--- config.mk ---
export PLATFORM = sky130hd
export DESIGN_NAME = ccff_chain_loader
export DESIGN_NICKNAME = d
export VERILOG_FILES = /design/src/rtl/ccff_loader_pkg.sv /design/src/rtl/ccff_word_serializer.sv /design/src/rtl/ccff_chain_loader.sv
export SDC_FILE = /design/constraint.sdc
export NUM_CORES = 1
export LEC_CHECK = 0
export BUFFER_PORTS_ARGS = -buffer_cell sky130_fd_sc_hd__buf_2
export CAP_MARGIN = 40
export CELL_PAD_IN_SITES_DETAIL_PLACEMENT = 0
export CELL_PAD_IN_SITES_GLOBAL_PLACEMENT = 1
export CORE_AREA = 3 3 60 56
export DETAILED_ROUTE_END_ITERATION = 10
export DIE_AREA = 0 0 63 59
export GPL_ROUTABILITY_DRIVEN = 0
export PLACE_DENSITY_LB_ADDON = 0.1
export SLEW_MARGIN = 25
export SYNTH_ARGS = -nofsm -noshare
export SYNTH_HDL_FRONTEND = slang
export SYNTH_SLANG_ARGS = --single-unit
--- constraint.sdc ---
create_clock -name prog_clk -period 4.15 [get_ports prog_clk]
set_input_delay 0.83 -clock prog_clk [delete_from_list [all_inputs] [get_ports prog_clk]]
set_output_delay 0.83 -clock prog_clk [all_outputs]
set_load 0.01 [all_outputs]
--- src/rtl/ccff_loader_pkg.sv ---
// Shared FSM state type and default sizing for the ccff chain loader.
// One fle configuration is 16 LUT bits plus one mode bit.
package ccff_loader_pkg;

    typedef enum logic [1:0] {
        IDLE  = 2'd0,
        LOAD  = 2'd1,
        SHIFT = 2'd2,
        DONE  = 2'd3
    } loader_state_t;

    localparam int DEFAULT_CHAIN_LEN = 17;
    localparam int DEFAULT_WORD_W    = 8;

endpackage

--- src/rtl/ccff_word_serializer.sv ---
// Holds one bitstream word and presents it LSB first, counting down the
// bits of this word that still have to reach the chain.
module ccff_word_serializer
    import ccff_loader_pkg::*;
#(
    parameter int WORD_W = DEFAULT_WORD_W
) (
    input  logic                         prog_clk,
    input  logic                         reset,
    input  logic                         load,
    input  logic                         shift,
    input  logic [WORD_W-1:0]            data,
    input  logic [$clog2(WORD_W+1)-1:0]  count,
    output logic                         lsb,
    output logic                         last
);

    localparam int CNT_W = $clog2(WORD_W + 1);

    logic [WORD_W-1:0] shift_reg;
    logic [CNT_W-1:0]  left_reg;

    always_ff @(posedge prog_clk or posedge reset) begin
        if (reset) begin
            shift_reg <= '0;
            left_reg  <= '0;
        end else if (load) begin
            shift_reg <= data;
            left_reg  <= count;
        end else if (shift && (left_reg != '0)) begin
            shift_reg <= shift_reg >> 1;
            left_reg  <= left_reg - CNT_W'(1);
        end
    end

    assign lsb  = shift_reg[0];
    // Bits beyond the programmed count are never presented, so a short
    // final word simply ends its shift run early.
    assign last = (left_reg == CNT_W'(1));

endmodule

--- src/rtl/ccff_chain_loader.sv ---
// Streams a bitstream into a ccff configuration chain, one word at a time.
// Define CCFF_READBACK_EN to compare the chain tail against the shifted bits.
module ccff_chain_loader
    import ccff_loader_pkg::*;
#(
    parameter int CHAIN_LEN = DEFAULT_CHAIN_LEN,
    parameter int WORD_W    = DEFAULT_WORD_W
) (
    input  logic              prog_clk,
    input  logic              reset,
    input  logic              start,
    input  logic [WORD_W-1:0] cfg_data,
    input  logic              cfg_valid,
    output logic              cfg_ready,
    output logic              ccff_head,
    input  logic              ccff_tail,
    output logic              ccff_shift_en,
    output logic              busy,
    output logic              done,
    output logic              err
);

    localparam int CNT_W  = $clog2(CHAIN_LEN + 1);
    localparam int WCNT_W = $clog2(WORD_W + 1);
    localparam logic [CNT_W-1:0] LAST_IDX = CNT_W'(CHAIN_LEN - 1);

    loader_state_t     state_reg;
    logic [CNT_W-1:0]  bit_cnt_reg;
    logic              cfg_ready_reg;
    logic              shift_en_reg;
    logic              busy_reg;
    logic              done_reg;

    logic [CNT_W-1:0]  bits_left;
    logic [WCNT_W-1:0] word_bits;
    logic              ser_load;
    logic              ser_lsb;
    logic              ser_last;

    // A word carries at most WORD_W bits, fewer when the chain is nearly full.
    assign bits_left = CNT_W'(CHAIN_LEN) - bit_cnt_reg;
    assign word_bits = (32'(bits_left) < 32'(WORD_W)) ? WCNT_W'(bits_left)
                                                      : WCNT_W'(WORD_W);
    assign ser_load  = cfg_ready_reg & cfg_valid;

    ccff_word_serializer #(
        .WORD_W (WORD_W)
    ) u_serializer (
        .prog_clk (prog_clk),
        .reset    (reset),
        .load     (ser_load),
        .shift    (shift_en_reg),
        .data     (cfg_data),
        .count    (word_bits),
        .lsb      (ser_lsb),
        .last     (ser_last)
    );

    always_ff @(posedge prog_clk or posedge reset) begin
        if (reset) begin
            state_reg     <= IDLE;
            bit_cnt_reg   <= '0;
            cfg_ready_reg <= 1'b0;
            shift_en_reg  <= 1'b0;
            busy_reg      <= 1'b0;
            done_reg      <= 1'b0;
        end else begin
            done_reg <= 1'b0;
            case (state_reg)
                IDLE: begin
                    if (start) begin
                        state_reg     <= LOAD;
                        bit_cnt_reg   <= '0;
                        busy_reg      <= 1'b1;
                        cfg_ready_reg <= 1'b1;
                    end
                end
                LOAD: begin
                    if (cfg_valid) begin
                        state_reg     <= SHIFT;
                        cfg_ready_reg <= 1'b0;
                        shift_en_reg  <= 1'b1;
                    end
                end
                SHIFT: begin
                    bit_cnt_reg <= bit_cnt_reg + CNT_W'(1);
                    if (ser_last) begin
                        shift_en_reg <= 1'b0;
                        if (bit_cnt_reg == LAST_IDX) begin
                            state_reg <= DONE;
                            busy_reg  <= 1'b0;
                            done_reg  <= 1'b1;
                        end else begin
                            state_reg     <= LOAD;
                            cfg_ready_reg <= 1'b1;
                        end
                    end
                end
                DONE: begin
                    state_reg <= IDLE;
                end
                default: begin
                    state_reg <= IDLE;
                end
            endcase
        end
    end

    assign cfg_ready     = cfg_ready_reg;
    assign ccff_shift_en = shift_en_reg;
    // Leftover word bits sit in the shift register between runs; keep them off the head.
    assign ccff_head     = shift_en_reg & ser_lsb;
    assign busy          = busy_reg;
    assign done          = done_reg;

`ifdef CCFF_READBACK_EN
    logic err_reg;

    // After a full pass the chain tail replays the previous pass bit by bit.
    always_ff @(posedge prog_clk or posedge reset) begin
        if (reset) begin
            err_reg <= 1'b0;
        end else if ((state_reg == IDLE) && start) begin
            err_reg <= 1'b0;
        end else if (shift_en_reg && (ccff_tail != ser_lsb)) begin
            err_reg <= 1'b1;
        end
    end

    assign err = err_reg;
`else
    logic unused_tail;

    assign unused_tail = ccff_tail;
    assign err         = 1'b0;
`endif

endmodule

==> results.txt <==
The run finished with clean final reports. The average cell area after synthesis came out at 9.33 µm². The overall die area came out at 3720 µm². The upper clock frequency limit is 0.524 GHz.

The final setup violation count came out at 0. Setup repair after global routing left no endpoint under its margin. The number of hold-repair buffers added at the cts stage is 0. The total clock buffers created by CTS came out at 3. Summed over all instances, the cell type with the most area after synthesis is sky130_fd_sc_hd__dfrtp_1. The number of gates resized after CTS was 0.

The leakage power of the design is 0.648 nW. For this design the top-level I/O count stands at 19. The number of sinks handled by clock tree synthesis came out at 23.

The filler cell count is 267. The critical path goes through and2_1 -> buf_2. In this run the remaining antenna-violating nets after routing total 0. The average vias per placed instance came out at 5.08. The count of endpoints failing hold in the final timing report is 0. The final hold slack came out at 498 ps. The path type of the worst min-delay path is primary input to asynchronous set/reset pin. The final critical-path share of the clock period is 46.0%.

The fraction of synthesis flops using an asynchronous set or reset pin came out at 100%. The number of nets in the final layout is 169. The number of synthesized register bits is 23. The class of the most critical setup path is register to output pin.

The total area inside the core boundary comes to 2770 µm². The detailed router placed 961 vias in this run. The number of synthesized flops with an enable pin is 0. The setup clock skew after layout is 0.553 ps. The wire length of the first global-routing pass came out at 4260 µm. The number of warnings reported in the yosys synthesis log came out at 0. The first routing iteration left 25 violations. The total DRC errors in the routed layout is 0. The initial core utilization came out at 45.1%. The design draws 0.872 mW. The count of final max-slew check failures came out at 0. The arrival time of the worst setup path came out at 1080 ps.

The maximum single-stage delay on the critical path is 460 ps. Adding up every negative setup slack in the final design gives 0 ps. Buffers added to address setup during post-CTS repair amount to 0. The maximum level of the CTS H-tree came out at 1. The via count of the first global-routing pass is 936. Counting distinct cell types in the post-synthesis netlist gives 34. Setup slack on the worst reg-to-reg path comes out at 2520 ps. The maximum number of pins on one net before global-route repair is 20. In this run the critical register-to-register path is launched from bit_cnt_reg[1]. The root buffer cell chosen for the clock tree is sky130_fd_sc_hd__clkbuf_4. Of the cells placed in the final design, the portion with a size suffix greater than 1 is 16.1%. In this run the power density over the cells is 622 nW/µm². The total global routing overflow is 0.

The worst-skew pair later-pin latency is 310 ps. The most used flip-flop cell after synthesis is sky130_fd_sc_hd__dfrtp_1. No sink is reached through more buffers than the 2 on the longest clock path. The total of max-cap violations came out at 0. The TritonCTS clock tree is yes. The repair_antennas step left the layout with diodes totalling 0. The aggregate global-route resource usage is 14.6%. The number of antenna violations at the first check in global routing came out at 0. Synthesis produced a netlist with a net count of 153.

The filler-free cell count of the finished design is 189. Summed over its instances, the top area cell type makes up 46.0% of the synthesized netlist area. The portion of the post-synthesis area used by sequential elements came out at 46.0%. The area taken by flip-flops and latches came out at 576 µm². The number of buffers added on ports is 16. Subtracting the final worst setup slack from the clock period gives 1910 ps. The post-detailed-route wirelength per cell came out at 12.9 µm. The required time of the critical path is 3320 ps. The total wire length after detailed routing is 2450 µm. The die is 63 µm wide. The synthesized netlist occupies a cell area of 1250 µm². The register with the most flip-flops in the layout has 8 of them. IR analysis of the VDD net gives a maximum drop of 0.000252 V. The number of placement rows came out at 18.

The post-placement cell count came out at 185. The maximum fanout along the worst path came out at 7. The area growth from synthesis to layout is 12.1%. The iteration count of the initial detailed-routing pass came out at 4. The worst setup path is captured at an output pin.

Yosys attributes the largest share of cell area to sky130_fd_sc_hd__dfrtp_1 46%, sky130_fd_sc_hd__ha_1 6.0%, sky130_fd_sc_hd__nand2_1 6.0%. STA classifies the critical path startpoint as a register. The synthesized netlist cell count is 134. The multi-input combinational cells in the finished layout cover a total of 616 µm². The detailed placer's ending HPWL came out at 1800 µm.

The CTS clock-pin slew for the worst setup and hold paths came out at 130 ps. The worst reg-to-reg path cell count came out at 6. The die is 59 µm tall. The critical path's slowest cell is sky130_fd_sc_hd__dfrtp_1. The worst register-to-register path ends at u_serializer.left_reg[1].

Measured on the finished design, the core utilization comes to 50.6%. At the pin with the least slew margin, the transition time is 592 ps. The worst pin sits at a relative slew slack of 60.5%.
[final cells by class]
cell class / count / share of cell area [%]
clock buffer: 4 / 1.88
multi-input combinational: 98 / 43.9
sequential: 23 / 41.1
tap: 40 / 3.57
inverter: 7 / 1.88
timing repair buffer: 17 / 7.68
[through the flow]
| step | setup slack, ps | instance area [µm²] |
|---|---|---|
| floorplan | 2630 | 1250 |
| global placement | 2340 | 1350 |
| detailed placement | 2320 | 1380 |
| CTS | 2220 | 1400 |
| global route | 2190 | 1400 |
| finish | 2240 | 1400 |
[cells in the mapped netlist (2+ instances only)]
| master | instances |
|---|---|
| sky130_fd_sc_hd__mux2i_1 | 7 |
| sky130_fd_sc_hd__nor2_1 | 9 |
| sky130_fd_sc_hd__nand3_1 | 4 |
| sky130_fd_sc_hd__buf_2 | 2 |
| sky130_fd_sc_hd__nor2b_1 | 2 |
| sky130_fd_sc_hd__nand2b_1 | 2 |
| sky130_fd_sc_hd__inv_1 | 7 |
| sky130_fd_sc_hd__buf_4 | 2 |
| sky130_fd_sc_hd__clkbuf_1 | 2 |
| sky130_fd_sc_hd__a22o_1 | 3 |
| sky130_fd_sc_hd__nor3_1 | 3 |
| sky130_fd_sc_hd__dfrtp_1 | 23 |
| sky130_fd_sc_hd__or3_1 | 2 |
| sky130_fd_sc_hd__ha_1 | 6 |
| sky130_fd_sc_hd__and2_1 | 2 |
| sky130_fd_sc_hd__a21o_1 | 2 |
| sky130_fd_sc_hd__o21a_1 | 2 |
| sky130_fd_sc_hd__nand2_1 | 20 |
| sky130_fd_sc_hd__a21oi_1 | 6 |
| sky130_fd_sc_hd__o21ai_0 | 14 |
[cell families after synthesis]
family | synth area share (%)
muxes | 6.51
buffers and inverters | 4.70
DFF | 46.0
AOI/OAI and AO/OA | 16.0
and+or+nand+nor | 19.7
adders and majority gates | 6.01
other | 0.300
xor gates and xnor gates | 0.701
[critical path, delay by kind of cell, from the launching register on]
family	cells	cell delay [ps]
buffers and inverters	1	130
DFF	1	460
and+or+nand+nor	1	180
[metal layers]
| layer | vias up | GRT usage, % | part of all wire [%] |
|---|---|---|---|
| met5 | - | 0 | 0 |
| met4 | 0 | 2.83 | 0.57 |
| met3 | 2 | 3.61 | 3.8 |
| met2 | 15 | 22.4 | 42 |
| met1 | 454 | 21.0 | 54 |
| li1 | 490 | - | - |
[layout by cell type, fill, tap and decap left out, types with 2 or more instances in the layout]
cell                       count
sky130_fd_sc_hd__dfrtp_1      23
sky130_fd_sc_hd__nand2_1      20
sky130_fd_sc_hd__buf_2        16
sky130_fd_sc_hd__o21ai_0      14
sky130_fd_sc_hd__nor2_1        9
sky130_fd_sc_hd__mux2i_1       7
sky130_fd_sc_hd__inv_1         7
sky130_fd_sc_hd__a21oi_1       6
sky130_fd_sc_hd__ha_1          6
sky130_fd_sc_hd__nand3_1       4
sky130_fd_sc_hd__a22o_1        3
sky130_fd_sc_hd__nor3_1        3
sky130_fd_sc_hd__clkbuf_4      3
sky130_fd_sc_hd__and2_1        2
sky130_fd_sc_hd__nor2b_1       2
sky130_fd_sc_hd__nand2b_1      2
sky130_fd_sc_hd__a21o_1        2
sky130_fd_sc_hd__or3_1         2
sky130_fd_sc_hd__o21a_1        2
[worst max-delay path by stage]
stage	startpoint	endpoint	slack [ps]	depth (start not counted)
2_1_floorplan	cfg_valid	u_serializer.left_reg[0]	2630	3
3_3_place_gp	cfg_valid	u_serializer.shift_reg[0]	2340	3
3_5_place_dp	cfg_valid	u_serializer.left_reg[0]	2320	3
4_1_cts	ccff_shift_en	ccff_head	2220	2
5_1_grt	ccff_shift_en	ccff_head	2190	2
6_report	ccff_shift_en	ccff_head	2240	2
[power breakdown]
group          switching [mW]  internal [mW]  total [mW]  leakage [nW]
logic                   0.194          0.180       0.374         0.349
clock network          0.0674         0.0375       0.105        0.0150
registers              0.0895          0.304       0.394         0.284
total                   0.351          0.521       0.872         0.648
(Power assumes the default switching activity.)
